`src/rtl/cache_axi_bridge_pkg.sv`:
```
// Shared types and AXI constants for the cache-to-AXI data bridge.
// Imported by the bridge, its strobe generator and the bus interface users.
package cache_axi_bridge_pkg;

  typedef enum logic [2:0] {
    S_IDLE,
    S_RADDR,
    S_RDATA,
    S_WADDR,
    S_WRESP,
    S_DONE
  } state_e;

  localparam logic [1:0] BURST_INCR = 2'b01;
  localparam logic [3:0] LEN_SINGLE = 4'd0;
  localparam logic [1:0] RESP_OKAY  = 2'b00;

  localparam logic [1:0] SIZE_BYTE = 2'd0;
  localparam logic [1:0] SIZE_HALF = 2'd1;
  localparam logic [1:0] SIZE_WORD = 2'd2;

endpackage

```
`src/rtl/cache_axi_bridge_if.sv`:
```
// Cache-side request bus plus the five AXI3 channels of the data port.
// master = bridge side, slave = cache + interconnect side.
interface cache_axi_bridge_if #(
  parameter int ID_WIDTH   = 4,
  parameter int ADDR_WIDTH = 32
);

  logic                  cache_data_req;
  logic                  cache_data_wr;
  logic [1:0]            cache_data_size;
  logic [ADDR_WIDTH-1:0] cache_data_addr;
  logic [31:0]           cache_data_wdata;
  logic [31:0]           cache_data_rdata;
  logic                  cache_data_addr_ok;
  logic                  cache_data_data_ok;

  logic [ID_WIDTH-1:0]   arid;
  logic [ADDR_WIDTH-1:0] araddr;
  logic [3:0]            arlen;
  logic [2:0]            arsize;
  logic [1:0]            arburst;
  logic [1:0]            arlock;
  logic [3:0]            arcache;
  logic [2:0]            arprot;
  logic                  arvalid;
  logic                  arready;

  logic [ID_WIDTH-1:0]   rid;
  logic [31:0]           rdata;
  logic [1:0]            rresp;
  logic                  rlast;
  logic                  rvalid;
  logic                  rready;

  logic [ID_WIDTH-1:0]   awid;
  logic [ADDR_WIDTH-1:0] awaddr;
  logic [3:0]            awlen;
  logic [2:0]            awsize;
  logic [1:0]            awburst;
  logic [1:0]            awlock;
  logic [3:0]            awcache;
  logic [2:0]            awprot;
  logic                  awvalid;
  logic                  awready;

  logic [ID_WIDTH-1:0]   wid;
  logic [31:0]           wdata;
  logic [3:0]            wstrb;
  logic                  wlast;
  logic                  wvalid;
  logic                  wready;

  logic [ID_WIDTH-1:0]   bid;
  logic [1:0]            bresp;
  logic                  bvalid;
  logic                  bready;

  modport master (
    input  cache_data_req, cache_data_wr, cache_data_size,
    input  cache_data_addr, cache_data_wdata,
    output cache_data_rdata, cache_data_addr_ok, cache_data_data_ok,
    output arid, araddr, arlen, arsize, arburst,
    output arlock, arcache, arprot, arvalid,
    input  arready,
    input  rid, rdata, rresp, rlast, rvalid,
    output rready,
    output awid, awaddr, awlen, awsize, awburst,
    output awlock, awcache, awprot, awvalid,
    input  awready,
    output wid, wdata, wstrb, wlast, wvalid,
    input  wready,
    input  bid, bresp, bvalid,
    output bready
  );

  modport slave (
    output cache_data_req, cache_data_wr, cache_data_size,
    output cache_data_addr, cache_data_wdata,
    input  cache_data_rdata, cache_data_addr_ok, cache_data_data_ok,
    input  arid, araddr, arlen, arsize, arburst,
    input  arlock, arcache, arprot, arvalid,
    output arready,
    output rid, rdata, rresp, rlast, rvalid,
    input  rready,
    input  awid, awaddr, awlen, awsize, awburst,
    input  awlock, awcache, awprot, awvalid,
    output awready,
    input  wid, wdata, wstrb, wlast, wvalid,
    output wready,
    output bid, bresp, bvalid,
    input  bready
  );

endinterface

```
`src/rtl/cache_axi_bridge_wstrb_gen.sv`:
```
// Byte-lane strobe from access size and low address bits.
// Shared with the instruction-side bridge.
module axi_wstrb_gen
  import cache_axi_bridge_pkg::*;
(
  input  logic [1:0] size_i,
  input  logic [1:0] addr_i,
  output logic [3:0] wstrb_o
);

  always_comb begin
    wstrb_o = 4'b1111;
    unique case (1'b1)
      size_i == SIZE_BYTE: wstrb_o = 4'b0001 << addr_i;
      size_i == SIZE_HALF: wstrb_o = addr_i[1] ? 4'b1100 : 4'b0011;
      default:             wstrb_o = 4'b1111;
    endcase
  end

endmodule

```
`src/rtl/cache_axi_bridge.sv`:
```
// Single-outstanding bridge: cache req/addr_ok/data_ok to single-beat AXI3.
// One read refill, write-through or write-back word per request.
module cache_axi_bridge
  import cache_axi_bridge_pkg::*;
#(
  parameter int                  ID_WIDTH   = 4,
  parameter logic [ID_WIDTH-1:0] DATA_ID    = 'd1,
  parameter int                  ADDR_WIDTH = 32
) (
  input  logic                   clk,
  input  logic                   resetn,
  cache_axi_bridge_if.master     bus
);

  state_e                state_q, state_d;
  logic [ADDR_WIDTH-1:0] addr_q, addr_d;
  logic [1:0]            size_q, size_d;
  logic [31:0]           wdata_q, wdata_d;
  logic [3:0]            wstrb_q, wstrb_d;
  logic [31:0]           rdata_q, rdata_d;
  logic                  aw_done_q, aw_done_d;
  logic                  w_done_q, w_done_d;
  logic [3:0]            wstrb_new;
  logic                  unused_resp;

  axi_wstrb_gen u_wstrb (
    .size_i  (bus.cache_data_size),
    .addr_i  (bus.cache_data_addr[1:0]),
    .wstrb_o (wstrb_new)
  );

  always_comb begin
    state_d   = state_q;
    addr_d    = addr_q;
    size_d    = size_q;
    wdata_d   = wdata_q;
    wstrb_d   = wstrb_q;
    rdata_d   = rdata_q;
    aw_done_d = aw_done_q;
    w_done_d  = w_done_q;
    unique case (state_q)
      S_IDLE: begin
        if (bus.cache_data_req) begin
          addr_d    = bus.cache_data_addr;
          size_d    = bus.cache_data_size;
          wdata_d   = bus.cache_data_wdata;
          wstrb_d   = wstrb_new;
          aw_done_d = 1'b0;
          w_done_d  = 1'b0;
          state_d   = bus.cache_data_wr ? S_WADDR : S_RADDR;
        end
      end
      S_RADDR: if (bus.arready) state_d = S_RDATA;
      S_RDATA: begin
        if (bus.rvalid) begin
          rdata_d = bus.rdata;
          state_d = S_DONE;
        end
      end
      // AW and W complete independently; either order is legal
      S_WADDR: begin
        aw_done_d = aw_done_q | bus.awready;
        w_done_d  = w_done_q | bus.wready;
        if (aw_done_d && w_done_d) state_d = S_WRESP;
      end
      S_WRESP: if (bus.bvalid) state_d = S_DONE;
      S_DONE:  state_d = S_IDLE;
      default: state_d = S_IDLE;
    endcase
  end

  always_ff @(posedge clk or negedge resetn) begin
    if (!resetn) begin
      state_q   <= S_IDLE;
      addr_q    <= '0;
      size_q    <= '0;
      wdata_q   <= '0;
      wstrb_q   <= '0;
      rdata_q   <= '0;
      aw_done_q <= 1'b0;
      w_done_q  <= 1'b0;
    end else begin
      state_q   <= state_d;
      addr_q    <= addr_d;
      size_q    <= size_d;
      wdata_q   <= wdata_d;
      wstrb_q   <= wstrb_d;
      rdata_q   <= rdata_d;
      aw_done_q <= aw_done_d;
      w_done_q  <= w_done_d;
    end
  end

  assign bus.cache_data_addr_ok =
    resetn & (state_q == S_IDLE) & bus.cache_data_req;
  assign bus.cache_data_data_ok = (state_q == S_DONE);
  assign bus.cache_data_rdata   = rdata_q;

  assign bus.arid    = DATA_ID;
  assign bus.araddr  = addr_q;
  assign bus.arlen   = LEN_SINGLE;
  assign bus.arsize  = {1'b0, size_q};
  assign bus.arburst = BURST_INCR;
  assign bus.arlock  = '0;
  assign bus.arcache = '0;
  assign bus.arprot  = '0;
  assign bus.arvalid = (state_q == S_RADDR);
  assign bus.rready  = (state_q == S_RDATA);

  assign bus.awid    = DATA_ID;
  assign bus.awaddr  = addr_q;
  assign bus.awlen   = LEN_SINGLE;
  assign bus.awsize  = {1'b0, size_q};
  assign bus.awburst = BURST_INCR;
  assign bus.awlock  = '0;
  assign bus.awcache = '0;
  assign bus.awprot  = '0;
  assign bus.awvalid = (state_q == S_WADDR) & ~aw_done_q;

  assign bus.wid     = DATA_ID;
  assign bus.wdata   = wdata_q;
  assign bus.wstrb   = wstrb_q;
  assign bus.wlast   = 1'b1;
  assign bus.wvalid  = (state_q == S_WADDR) & ~w_done_q;
  assign bus.bready  = (state_q == S_WRESP);

  // Responses and IDs are not checked by this bridge
  assign unused_resp =
    ^{bus.rid, bus.rresp, bus.rlast, bus.bid, bus.bresp};

endmodule

```
`src/flat_wrapper.sv`:
```
// flat-port wrapper written by rule: the top's interface ports become plain ports
module cache_axi_bridge_flat import cache_axi_bridge_pkg::*;
#(
  parameter int                  ID_WIDTH   = 4,
  parameter logic [ID_WIDTH-1:0] DATA_ID    = 'd1,
  parameter int                  ADDR_WIDTH = 32
)
  (clk, resetn, bus_cache_data_req, bus_cache_data_wr, bus_cache_data_size, bus_cache_data_addr, bus_cache_data_wdata, bus_cache_data_rdata, bus_cache_data_addr_ok, bus_cache_data_data_ok, bus_arid, bus_araddr, bus_arlen, bus_arsize, bus_arburst, bus_arlock, bus_arcache, bus_arprot, bus_arvalid, bus_arready, bus_rid, bus_rdata, bus_rresp, bus_rlast, bus_rvalid, bus_rready, bus_awid, bus_awaddr, bus_awlen, bus_awsize, bus_awburst, bus_awlock, bus_awcache, bus_awprot, bus_awvalid, bus_awready, bus_wid, bus_wdata, bus_wstrb, bus_wlast, bus_wvalid, bus_wready, bus_bid, bus_bresp, bus_bvalid, bus_bready);
  cache_axi_bridge_if #(.ID_WIDTH(ID_WIDTH), .ADDR_WIDTH(ADDR_WIDTH)) bus_i ();
  input  logic clk;
  input  logic resetn;
  input wire logic [$bits(bus_i.cache_data_req)-1:0] bus_cache_data_req;
  input wire logic [$bits(bus_i.cache_data_wr)-1:0] bus_cache_data_wr;
  input wire logic [$bits(bus_i.cache_data_size)-1:0] bus_cache_data_size;
  input wire logic [$bits(bus_i.cache_data_addr)-1:0] bus_cache_data_addr;
  input wire logic [$bits(bus_i.cache_data_wdata)-1:0] bus_cache_data_wdata;
  output wire logic [$bits(bus_i.cache_data_rdata)-1:0] bus_cache_data_rdata;
  output wire logic [$bits(bus_i.cache_data_addr_ok)-1:0] bus_cache_data_addr_ok;
  output wire logic [$bits(bus_i.cache_data_data_ok)-1:0] bus_cache_data_data_ok;
  output wire logic [$bits(bus_i.arid)-1:0] bus_arid;
  output wire logic [$bits(bus_i.araddr)-1:0] bus_araddr;
  output wire logic [$bits(bus_i.arlen)-1:0] bus_arlen;
  output wire logic [$bits(bus_i.arsize)-1:0] bus_arsize;
  output wire logic [$bits(bus_i.arburst)-1:0] bus_arburst;
  output wire logic [$bits(bus_i.arlock)-1:0] bus_arlock;
  output wire logic [$bits(bus_i.arcache)-1:0] bus_arcache;
  output wire logic [$bits(bus_i.arprot)-1:0] bus_arprot;
  output wire logic [$bits(bus_i.arvalid)-1:0] bus_arvalid;
  input wire logic [$bits(bus_i.arready)-1:0] bus_arready;
  input wire logic [$bits(bus_i.rid)-1:0] bus_rid;
  input wire logic [$bits(bus_i.rdata)-1:0] bus_rdata;
  input wire logic [$bits(bus_i.rresp)-1:0] bus_rresp;
  input wire logic [$bits(bus_i.rlast)-1:0] bus_rlast;
  input wire logic [$bits(bus_i.rvalid)-1:0] bus_rvalid;
  output wire logic [$bits(bus_i.rready)-1:0] bus_rready;
  output wire logic [$bits(bus_i.awid)-1:0] bus_awid;
  output wire logic [$bits(bus_i.awaddr)-1:0] bus_awaddr;
  output wire logic [$bits(bus_i.awlen)-1:0] bus_awlen;
  output wire logic [$bits(bus_i.awsize)-1:0] bus_awsize;
  output wire logic [$bits(bus_i.awburst)-1:0] bus_awburst;
  output wire logic [$bits(bus_i.awlock)-1:0] bus_awlock;
  output wire logic [$bits(bus_i.awcache)-1:0] bus_awcache;
  output wire logic [$bits(bus_i.awprot)-1:0] bus_awprot;
  output wire logic [$bits(bus_i.awvalid)-1:0] bus_awvalid;
  input wire logic [$bits(bus_i.awready)-1:0] bus_awready;
  output wire logic [$bits(bus_i.wid)-1:0] bus_wid;
  output wire logic [$bits(bus_i.wdata)-1:0] bus_wdata;
  output wire logic [$bits(bus_i.wstrb)-1:0] bus_wstrb;
  output wire logic [$bits(bus_i.wlast)-1:0] bus_wlast;
  output wire logic [$bits(bus_i.wvalid)-1:0] bus_wvalid;
  input wire logic [$bits(bus_i.wready)-1:0] bus_wready;
  input wire logic [$bits(bus_i.bid)-1:0] bus_bid;
  input wire logic [$bits(bus_i.bresp)-1:0] bus_bresp;
  input wire logic [$bits(bus_i.bvalid)-1:0] bus_bvalid;
  output wire logic [$bits(bus_i.bready)-1:0] bus_bready;
  assign bus_i.cache_data_req = bus_cache_data_req;
  assign bus_i.cache_data_wr = bus_cache_data_wr;
  assign bus_i.cache_data_size = bus_cache_data_size;
  assign bus_i.cache_data_addr = bus_cache_data_addr;
  assign bus_i.cache_data_wdata = bus_cache_data_wdata;
  assign bus_cache_data_rdata = bus_i.cache_data_rdata;
  assign bus_cache_data_addr_ok = bus_i.cache_data_addr_ok;
  assign bus_cache_data_data_ok = bus_i.cache_data_data_ok;
  assign bus_arid = bus_i.arid;
  assign bus_araddr = bus_i.araddr;
  assign bus_arlen = bus_i.arlen;
  assign bus_arsize = bus_i.arsize;
  assign bus_arburst = bus_i.arburst;
  assign bus_arlock = bus_i.arlock;
  assign bus_arcache = bus_i.arcache;
  assign bus_arprot = bus_i.arprot;
  assign bus_arvalid = bus_i.arvalid;
  assign bus_i.arready = bus_arready;
  assign bus_i.rid = bus_rid;
  assign bus_i.rdata = bus_rdata;
  assign bus_i.rresp = bus_rresp;
  assign bus_i.rlast = bus_rlast;
  assign bus_i.rvalid = bus_rvalid;
  assign bus_rready = bus_i.rready;
  assign bus_awid = bus_i.awid;
  assign bus_awaddr = bus_i.awaddr;
  assign bus_awlen = bus_i.awlen;
  assign bus_awsize = bus_i.awsize;
  assign bus_awburst = bus_i.awburst;
  assign bus_awlock = bus_i.awlock;
  assign bus_awcache = bus_i.awcache;
  assign bus_awprot = bus_i.awprot;
  assign bus_awvalid = bus_i.awvalid;
  assign bus_i.awready = bus_awready;
  assign bus_wid = bus_i.wid;
  assign bus_wdata = bus_i.wdata;
  assign bus_wstrb = bus_i.wstrb;
  assign bus_wlast = bus_i.wlast;
  assign bus_wvalid = bus_i.wvalid;
  assign bus_i.wready = bus_wready;
  assign bus_i.bid = bus_bid;
  assign bus_i.bresp = bus_bresp;
  assign bus_i.bvalid = bus_bvalid;
  assign bus_bready = bus_i.bready;
  cache_axi_bridge #(.ID_WIDTH(ID_WIDTH), .DATA_ID(DATA_ID), .ADDR_WIDTH(ADDR_WIDTH)) u_core (.clk(clk), .resetn(resetn), .bus(bus_i));
endmodule
```
`config.mk`:
```
export PLATFORM = sky130hd
export DESIGN_NAME = cache_axi_bridge_flat
export DESIGN_NICKNAME = d
export VERILOG_FILES = /design/src/rtl/cache_axi_bridge_pkg.sv /design/src/rtl/cache_axi_bridge_if.sv /design/src/rtl/cache_axi_bridge_wstrb_gen.sv /design/src/rtl/cache_axi_bridge.sv /design/src/flat_wrapper.sv
export SDC_FILE = /design/constraint.sdc
export NUM_CORES = 1
export LEC_CHECK = 0
export ABC_AREA = 1
export BUFFER_PORTS_ARGS = -buffer_cell sky130_fd_sc_hd__buf_2
export CAP_MARGIN = 25
export CORE_AREA = 2 2 120 122
export DETAILED_ROUTE_END_ITERATION = 8
export DIE_AREA = 0 0 122 124
export PLACE_DENSITY = 0.79
export SLEW_MARGIN = 15
export SYNTH_ARGS = -nofsm -noshare
export SYNTH_HDL_FRONTEND = slang
export SYNTH_HIERARCHICAL = 1
export SYNTH_SLANG_ARGS = --single-unit
```
`constraint.sdc`:
```
create_clock -name clk -period 2.15 [get_ports clk]
set_input_delay 0.3225 -clock clk [delete_from_list [all_inputs] [get_ports clk]]
set_output_delay 0.3225 -clock clk [all_outputs]
set_load 0.02 [all_outputs]
```
# ---- Word-level counts from Yosys, hierarchy flattened
# Index checks and enable logic that the tools add are counted.
dict set report classes {
  muxes 12
  shift 1
  n_reduce_logical 8
  n_eq_ne 11
  bitwise_logic 8
}
# op count
set ops {}
lappend ops {{3-bit two-way mux} 5}
lappend ops {{3-bit one-hot mux with 5 select lines} 1}
lappend ops {{4-bit one-hot mux with 2 select lines} 1}
lappend ops {{3-bit by 2-bit equality test with 1-bit output (second input constant)} 2}
lappend ops {{3-bit equality test (second input constant)} 2}
lappend ops {{2-bit != test (second input constant)} 3}
lappend ops {{2-bit AND reduction} 3}
lappend ops {{5-bit AND reduction} 1}
lappend ops {{1-bit bitwise AND} 4}
lappend ops {{4-bit two-way mux} 1}
lappend ops {{2-bit by 1-bit != test with 1-bit output (second input constant)} 2}
lappend ops {{1-bit one-hot mux with 2 select lines} 2}
lappend ops {{1-bit by 2-bit left shift with 4-bit output (first input constant)} 1}
lappend ops {{3-bit by 1-bit equality test with 1-bit output (second input constant)} 1}
lappend ops {{3-bit zero test} 1}
lappend ops {{2-bit by 1-bit equality test with 1-bit output (second input constant)} 1}
lappend ops {{2-bit zero test} 1}
lappend ops {{2-bit two-way mux} 1}
lappend ops {{1-bit NOT} 2}
lappend ops {{1-bit bitwise OR} 2}
lappend ops {{2-bit nonzero test} 1}
lappend ops {{1-bit logical AND} 1}
lappend ops {{1-bit two-way mux} 1}
dict set report word_totals {
  input_bits 120
  elab_cells 48
  ff_bits 107
  out_inout_bits 188
}

# ---- Logic depth before layout (Yosys ltp)
# Gate-level depths: netlist of the first run.
dict set report depth {
  ltp_word 4
  ltp_mapped 8
  depth_no_buf 8
}

# ---- Cells and area by module
# Netlist of the first run, hierarchy kept.
# module area_each_um2 seq_area_each_um2 cells_per_inst n_inst
set by_module_without_submodules {}
lappend by_module_without_submodules {cache_axi_bridge 5023.6 2677.6 577 1}
lappend by_module_without_submodules {axi_wstrb_gen 50.0 0.0 12 1}

# ---- Least setup slack after synthesis of the first run
# Ideal clock, no wire load.
dict set report synth_timing {
  kind {register to output}
  from {register u_core.state_q[0]}
  to {output bus_awvalid}
  required_ps 1827
  slack_ps 746
  n_path_buf 1
  arrival_ps 1081
  path_stages_with_launch 6
  path_cell_list {dfrtp_1 -> buf_2 -> nand2_1 -> nor2_1 -> inv_1 -> nor2_1}
}
dict set report synth_between {
  elab_chain_len 2
}
# item line_no
set synth_lines {}
lappend synth_lines {{start, declared} cache_axi_bridge.sv:15} ;# state_e state_q, state_d;
lappend synth_lines {{start signal, assigned} cache_axi_bridge.sv:83} ;# state_q <= state_d;
lappend synth_lines {{3-bit by 2-bit equality test with 1-bit output} cache_axi_bridge.sv:118} ;# assign bus.awvalid = (state_q == S_WADDR) & ~aw_done_q;
lappend synth_lines {{1-bit bitwise AND} cache_axi_bridge.sv:118}
lappend synth_lines {{end, declared} flat_wrapper.sv:44} ;# output wire logic [$bits(bus_i.awvalid)-1:0] bus_awvalid;
# No other way between the ends.

# ---- Final worst setup path of the first run
dict set report layout_timing {
  from {register u_core.state_q[1]}
  to {output bus_rready}
}
dict set report layout_between {
  elab_chain_len 1
}
# item line_no
set layout_lines {}
lappend layout_lines {{3-bit by 2-bit equality test with 1-bit output} cache_axi_bridge.sv:108} ;# assign bus.rready = (state_q == S_RDATA);
lappend layout_lines {{end, declared} flat_wrapper.sv:35} ;# output wire logic [$bits(bus_i.rready)-1:0] bus_rready;
# No other way between the ends.

==> flow_summary.yaml, run 1 <==
place:
  detailed_place_hpwl_um: 8570
  port_buffers: 249
  place_congestion: 0.755
  post-place-ws_ns: 0.531
clocking:
  ctsLongestPathBuffers: 2
  cts-root-buf: "clkbuf_16"
  ctsResizeCount: 0
  post_cts_buffers: 0
  clock-sinks: 107
  ctsHoldBuffers: 0
  cts_tree: "done"
  h-tree-depth: 3
  cts_buffers: 9
  clk_latency_ns: 0.34
  clk_pin_slew_ns: 0.07
worst_setup_path:
  cp-end-kind: "output port"
  worstPathRequired_ns: 1.83
  crit_arrival_ns: 1.68
  startpoint_type: "flip-flop"
  critPathMaxStageDelay_ns: 0.44
  crit_path_start: "u_core/state_q[1]"
  critPathSlowestCell: "dfrtp_1"
  cp_max_fo: 33
  criticalPathCategory: "reg -> out"
  r2r_start: "u_core/state_q[1]"
  path_cells: "inv_2 -> nor2_2 -> inv_1 -> nor2_4 -> buf_4 -> buf_2"
routing:
  final_antenna_net_count: 0
  drt_first_pass_iters: 4
  top_layer_used: "met4"
  wl_per_cell_um: 11.7
  routed_via_density: 4.23
  finalWirelength_um: 11400
  drc: 0
  wirelength_met1_um: 4560
  wl_met2_um: 5540
  first_iter_violations: 173
  routed-wl-met3_um: 1020
  vias: 4140
sta:
  slew_headroom_pct: 63.5
  final_max_slew_viol_count: 0
  fin_setup_tns_ns: 0
  fmax_mhz: 499
  worst_slack_ns: 0.148
  hold_viol: 0
  fin_hold_ws_ns: 0.0716
  rsz0062_at_grt: "false"
  fin_worst_skew_ns: 0.00871
  period_share_pct: 93.1
  period_minus_slack_ns: 2.00
  worst_slew_pin_slew_ns: 0.547
  setup_viol: 0
power_and_ir_drop:
  vdd_drop_max_v: 0.000674
  leakage_nw: 3.67
  power_density_nw_per_um2: 1600
  p_total_mw: 10.1
floorplan:
  die-height_um: 124
  fp.coreArea_um2: 13700
  die-area_um2: 15100
  die_x_um: 122
  ios: 308
  start_util_pct: 37.0
  num_rows: 43
final_layout:
  nets: 913
  layout_common_cells: "buf_2, nand2_1, dfrtp_1, inv_1, o21ai_1"
  layout_commonest_cell: "buf_2"
  drive_gt1_share_pct: 36.0
  utilization_pct: 46.0
  area_growth_pct: 24.5
yosys:
  yosys_warnings: 6
  ys_ff_latch: 107
  syn_area_per_cell_um2: 8.61
  post_synth_num_cell_types: 22
  synth.cell_area_um2: 5070
  ys_seq_area_share_pct: 52.8
  syn_inst: 589
global_routing:
  gr-usage-all-layers_pct: 14.6
  grt_max_degree: 108
  grt_pass1_vias: 3534
  grt_pass1_wl_um: 17200
  antenna_found_initial: 1
  gr-total-overflow: 0
run_status:
  outcome: "finished clean"
flow_run:
  drv_cap: 0
worst_hold_path:
  hp-class: "in -> async"
-- stage by stage --
stage	cell area [um^2]	std cells
after detailed placement	6020	962
after global routing	6320	979
final	6320	979
after CTS	6310	978
after global placement	6020	962
after floorplan	5240	632
-- Yosys cell counts --
cell / number / area share [%]
nor2_2: 1 / 0.12
inv_2: 2 / 0.15
nor2_1: 10 / 0.74
conb_1: 2 / 0.15
inv_1: 85 / 6.3
buf_2: 13 / 1.3
nand3_1: 34 / 3.4
buf_6: 8 / 1.8
nand2_1: 161 / 12
o21ai_0: 6 / 0.59
nor3_4: 1 / 0.32
buf_4: 80 / 12
o21ai_2: 10 / 1.7
nand3b_1: 1 / 0.15
clkbuf_1: 4 / 0.30
nor2_4: 1 / 0.22
o21bai_1: 1 / 0.15
nand2_2: 2 / 0.25
o21ai_1: 58 / 5.7
dfrtp_1: 107 / 53
nor3_1: 1 / 0.099
a21oi_1: 1 / 0.099
-- kinds of logic after synthesis --
logic type	synth area share, %
compound gates	8.29
buf+inv	21.6
flops	52.8
other cells	0.148
simple gates	17.2
-- where the power goes --
part           internal [mW]  leakage (nW)  total, mW  switching (mW)
sequential              2.97          1.33       3.54           0.569
clock                  0.906         0.143       1.62           0.713
combinational           1.59          2.20       4.92            3.33
total                   5.47          3.67       10.1            4.62
-- metal layers --
| metal | up-vias | global-route usage, % |
|---|---|---|
| met5 | - | 0 |
| met4 | 0 | 6.75 |
| met3 | 18 | 4.58 |
| met2 | 186 | 24.0 |
| met1 | 1860 | 17.7 |
| li1 | 2076 | - |
-- path summary, 6_finish.rpt --
check                                                  endpoint  slack (ns)  cells past startpoint
worst max-delay path                                 bus_rready        0.15                      6
worst min-delay path            u_core/bus.cache_data_rdata[10]        0.07                      2
worst max register to register  u_core/bus.cache_data_rdata[31]        0.53                      8
worst min register to register  u_core/bus.cache_data_rdata[23]        0.47                      2
max in group asynchronous                 u_core/bus.araddr[21]        1.67                      2
min in group clk                           u_core/bus.wdata[23]        0.18                      3
-- critical path: cells and delay by family, from the launching register on --
kind | cells | cell delay, ns
flip-flops | 1 | 0.44
AND/OR/NAND/NOR | 2 | 0.18
buffers and inverters | 4 | 0.71
-- area by class of cell --
class / count / area (um^2)
Tap cell: 180 / 225
Antenna cell: 1 / 2.50
Clock inverter: 6 / 65.1
Multi-Input combinational cell: 333 / 1460
Timing Repair Buffer: 255 / 1330
Sequential cell: 107 / 2680
Clock buffer: 10 / 229
Inverter: 87 / 327
Fill cell: 1353 / 7400
-- sequential cells by signal, indices dropped and copies added, names as in the netlist --
signal                       count
u_core/size_q                    2
u_core/bus.araddr               32
u_core/aw_done_q                 1
u_core/bus.wdata                32
u_core/bus.cache_data_rdata     32
u_core/bus.wstrb                 4
u_core/state_q                   3
u_core/w_done_q                  1
Power figures use the tool's default switching activity.
==> run 2: changes to the inputs <==
--- a/config.mk
+++ b/config.mk
@@ -8,9 +8,9 @@
 export ABC_AREA = 1
 export BUFFER_PORTS_ARGS = -buffer_cell sky130_fd_sc_hd__buf_2
 export CAP_MARGIN = 25
-export CORE_AREA = 2 2 120 122
+export CORE_ASPECT_RATIO = 0.7
+export CORE_UTILIZATION = 37
 export DETAILED_ROUTE_END_ITERATION = 8
-export DIE_AREA = 0 0 122 124
 export PLACE_DENSITY = 0.79
 export SLEW_MARGIN = 15
 export SYNTH_ARGS = -nofsm -noshare
==> flow_summary.yaml, run 2 (synthesis gave the netlist of run 1 again) <==
power_and_ir_drop:
  seqPwrFrac_pct: 35.4
  switching_share_pct: 46.3
  power_density_nw_per_um2: 1590
  p_comb_share_pct: 49.0
  leakage_nw: 3.66
  p_int_mw: 5.39
  vdd_drop_max_v: 0.000616
  p_clk_share_pct: 15.6
  p_total_mw: 10.0
  switchingPower_mw: 4.65
global_routing:
  gr-total-overflow: 0
  gr-usage-all-layers_pct: 15.5
  grt_max_degree: 108
  antenna_found_initial: 0
  grt_pass1_vias: 3564
  grt_pass1_wl_um: 17200
routing:
  drc: 0
  drt_first_pass_iters: 4
  final_antenna_net_count: 0
  first_iter_violations: 178
  routed_via_density: 4.15
  vias: 4084
  finalWirelength_um: 11200
  wl_per_cell_um: 11.4
worst_hold_path:
  hp-class: "in -> async"
sta:
  worst_slack_ns: 0.242
  fmax_mhz: 524
  fin_setup_tns_ns: 0
  setup_viol: 0
  worst_slew_pin_slew_ns: 0.582
  fin_worst_skew_ns: 0.00921
  rsz0062_at_grt: "false"
  slew_headroom_pct: 61.2
  final_max_slew_viol_count: 0
  hold_viol: 0
  period_minus_slack_ns: 1.91
  period_share_pct: 88.7
final_layout:
  layout_common_cells: "buf_2, nand2_1, dfrtp_1, inv_1, o21ai_1"
  regArea_um2: 2680
  nFillCells: 1318
  multi_input_area_um2: 1460
  fin_area_um2: 6310
  final_cells: 983
  area_growth_pct: 24.3
  nets: 913
  layout_commonest_cell: "buf_2"
  drive_gt1_share_pct: 35.8
  n_antenna_cell: 0
clocking:
  clk_latency_ns: 0.34
  cts_tree: "done"
  h-tree-depth: 3
  cts_buffers: 9
  ctsLongestPathBuffers: 2
  clk_pin_slew_ns: 0.07
  ctsResizeCount: 0
  post_cts_buffers: 0
  clock-sinks: 107
  ctsHoldBuffers: 0
  cts-root-buf: "clkbuf_16"
floorplan:
  num_rows: 35
  die_x_um: 142
  die-height_um: 100
  start_util_pct: 38.2
  fp.coreArea_um2: 13300
  die-area_um2: 14200
  ios: 308
worst_setup_path:
  reg2reg_slack_ns: 0.55
  criticalPathCategory: "reg -> out"
  r2r_start: "u_core/state_q[1]"
  r2r_end: "u_core/bus.cache_data_rdata[24]"
  ff2ff_path_depth: 8
  worstPathRequired_ns: 1.83
  cp-end-kind: "output port"
  startpoint_type: "flip-flop"
  cp_max_fo: 8
  crit_arrival_ns: 1.59
run_status:
  outcome: "finished clean"
place:
  post-place-ws_ns: 0.572
  placed_cell_area_um2: 6030
  detailed_place_hpwl_um: 8060
  place_congestion: 0.780
  port_buffers: 249
  placed_cells: 967
flow_run:
  drv_cap: 0
## run 2: per-stage QoR
stage          hold WS, ns  utilization [%]
2_1_floorplan       0.0269                -
3_3_place_gp         0.450             45.4
3_5_place_dp         0.453             45.4
4_1_cts             0.0894             47.5
5_1_grt             0.0781             47.5
6_report            0.0364             47.5
## run 2: critical path, stage by stage (launching register included)
cell and delay, ns:
dfrtp_1 0.57, nand2_1 0.09, nor2_1 0.21, inv_1 0.09, nor2_1 0.12, buf_2 0.18
## run 2: final cells by class
type / instances / share of cell area [%]
clock buffer: 12 / 3.91
clock inverter: 4 / 0.555
inverter: 87 / 5.18
multi-input combinational: 333 / 23.1
sequential: 107 / 42.4
tap: 185 / 3.67
timing repair buffer: 255 / 21.1
## run 2: how the worst max path moves through the flow
stage / startpoint / end / cells after the start
after floorplan: u_core/state_q[0] / bus_awvalid / 5
after global placement: u_core/state_q[2] / u_core/bus.cache_data_rdata[2] / 7
after detailed placement: u_core/state_q[2] / u_core/bus.cache_data_rdata[24] / 7
after CTS: u_core/state_q[0] / bus_wvalid / 5
after global routing: u_core/state_q[0] / bus_wvalid / 5
final: u_core/state_q[0] / bus_wvalid / 5
## run 2: power groups by stage
stage / clock network, mW / logic [mW] / registers [mW]
final: 1.57 / 4.92 / 3.55
after global routing: 1.73 / 5.38 / 3.68
after CTS: 1.64 / 4.98 / 3.56
after detailed placement: 0 / 4.98 / 3.58
after global placement: 0 / 4.88 / 3.55
after floorplan: 0 / 2.66 / 4.66
## run 2: layer usage
layer / wire [um] / part of all wire, % / track usage (%)
met2: 5230 / 47 / 25.5
met4: 78 / 0.70 / 4.30
met3: 679 / 6.1 / 4.39
met1: 5180 / 46 / 20.1
met5: 0 / 0 / 0
==> run 3: changes to the inputs <==
--- a/config.mk
+++ b/config.mk
@@ -11,6 +11,7 @@
 export CORE_ASPECT_RATIO = 0.7
 export CORE_UTILIZATION = 37
 export DETAILED_ROUTE_END_ITERATION = 8
+export HOLD_SLACK_MARGIN = 0.12
 export PLACE_DENSITY = 0.79
 export SLEW_MARGIN = 15
 export SYNTH_ARGS = -nofsm -noshare
==> flow_summary.yaml, run 3 (synthesis gave the netlist of run 1 again) <==
sta:
  setup_viol: 0
  period_share_pct: 88.7
  hold_viol: 0
  rsz0062_at_grt: "false"
  fmax_mhz: 524
  slew_headroom_pct: 61.3
  fin_worst_skew_ns: 0.00917
  worst_slew_pin_slew_ns: 0.581
  worst_slack_ns: 0.242
  fin_setup_tns_ns: 0
  period_minus_slack_ns: 1.91
  final_max_slew_viol_count: 0
run_status:
  outcome: "finished clean"
clocking:
  cts-root-buf: "clkbuf_16"
  clk_pin_slew_ns: 0.08
  cts_buffers: 9
  clock-sinks: 107
  ctsLongestPathBuffers: 2
  post_cts_buffers: 0
  cts_tree: "done"
  clk_latency_ns: 0.34
  h-tree-depth: 3
floorplan:
  num_rows: 35
  fp.coreArea_um2: 13300
  die_x_um: 142
  start_util_pct: 38.2
  die-area_um2: 14200
  die-height_um: 100
  ios: 308
global_routing:
  grt_max_degree: 108
  gr-total-overflow: 0
  antenna_found_initial: 0
  gr-usage-met1_pct: 20.1
  gr-usage-met2_pct: 25.6
  grtUsageMet3_pct: 4.39
  grt.busiest_layer: "met2"
  grt_pass1_vias: 3573
  grt_pass1_wl_um: 17300
  gr-usage-all-layers_pct: 15.5
final_layout:
  area_growth_pct: 24.5
  layout_commonest_cell: "buf_2"
  nFillCells: 1316
  regArea_um2: 2680
  multi_input_area_um2: 1460
  n_antenna_cell: 0
  layout_common_cells: "buf_2, nand2_1, dfrtp_1, inv_1, o21ai_1"
  nets: 914
  drive_gt1_share_pct: 35.8
worst_setup_path:
  r2r_start: "u_core/state_q[1]"
  crit_arrival_ns: 1.59
  criticalPathCategory: "reg -> out"
  critPathMaxStageDelay_ns: 0.57
  critPathSlowestCell: "dfrtp_1"
  ff2ff_path_depth: 8
  cp_num_buf_inv: 2
  reg2reg_slack_ns: 0.55
  path_cells: "nand2_1 -> nor2_1 -> inv_1 -> nor2_1 -> buf_2"
  r2r_end: "u_core/bus.cache_data_rdata[24]"
  startpoint_type: "flip-flop"
  worstPathRequired_ns: 1.83
  cp_max_fo: 8
  crit_family: "flip-flops"
  crit_path_frequent_cell: "nor2_1"
  cp-end-kind: "output port"
routing:
  drt_first_pass_iters: 4
  first_iter_violations: 187
  finalWirelength_um: 11200
  wl_per_cell_um: 11.4
  drc: 0
  vias: 4094
  routed_via_density: 4.16
  final_antenna_net_count: 0
power_and_ir_drop:
  leakage_nw: 3.67
  vdd_drop_max_v: 0.000616
  power_density_nw_per_um2: 1590
place:
  port_buffers: 249
  detailed_place_hpwl_um: 8060
  post-place-ws_ns: 0.572
  place_congestion: 0.780
worst_hold_path:
  hold_end: "u_core/bus.araddr[28]"
  hold_start: "bus_cache_data_addr[28]"
  hold_depth: 3
  hp-class: "in -> reg"
flow_run:
  drv_cap: 0
-- run 3: cell types whose count changed in the layout (fill, tap and decap cells not counted) --
cell	previous run	this run
dlygate4sd3_1	0	1
-- run 3: worst max-delay path by stage --
stage / start / to / slack, ns / depth (start not counted)
6_report: u_core/state_q[0] / bus_wvalid / 0.24 / 5
5_1_grt: u_core/state_q[0] / bus_wvalid / 0.08 / 5
4_1_cts: u_core/state_q[0] / bus_wvalid / 0.23 / 5
3_5_place_dp: u_core/state_q[2] / u_core/bus.cache_data_rdata[24] / 0.57 / 7
3_3_place_gp: u_core/state_q[2] / u_core/bus.cache_data_rdata[2] / 0.62 / 7
2_1_floorplan: u_core/state_q[0] / bus_awvalid / 0.75 / 5
-- run 3: metal layers --
metal	share of wire, %	up-vias
li1	-	2077
met1	46	1853
met2	47	157
met3	6.1	7
met4	0.70	0
met5	0	-
-- run 3: tightest hold or removal path, stage by stage --
cell and delay (ns):
buf_2 0.07, nand2_1 0.04, o21ai_1 0.06
-- run 3: power by group --
| group | switching [mW] | internal (mW) | leakage, nW | total [mW] |
|---|---|---|---|---|
| registers | 0.581 | 2.97 | 1.33 | 3.55 |
| clock network | 0.739 | 0.830 | 0.137 | 1.57 |
| logic | 3.33 | 1.59 | 2.20 | 4.92 |
| total | 4.65 | 5.39 | 3.67 | 10.0 |
-- run 3: cell type report --
type | instances | share of cell area [%]
inverters | 87 | 5.17
multi-input cells | 333 | 23.1
clock inverters | 4 | 0.554
repair buffers | 256 | 21.2
well taps | 185 | 3.66
clock buffers | 12 | 3.90
flip-flops and latches | 107 | 42.4
-- run 3: what timing repair did --
action | 4_1_cts | 5_1_grt
hold endpoints to repair | 87 | 0
hold buffers | 1 | 0
gates resized for setup | 0 | 0
-- run 3: per-stage QoR --
step           cells  power (mW)  hold WS [ns]  utilization, %  cell area (um^2)
2_1_floorplan    632        7.32        0.0269               -              5240
3_3_place_gp     967        8.43         0.450            45.4              6030
3_5_place_dp     967        8.56         0.453            45.4              6030
4_1_cts          984        10.2         0.167            47.6              6320
5_1_grt          984        10.8         0.171            47.6              6320
6_report         984        10.0         0.185            47.6              6320
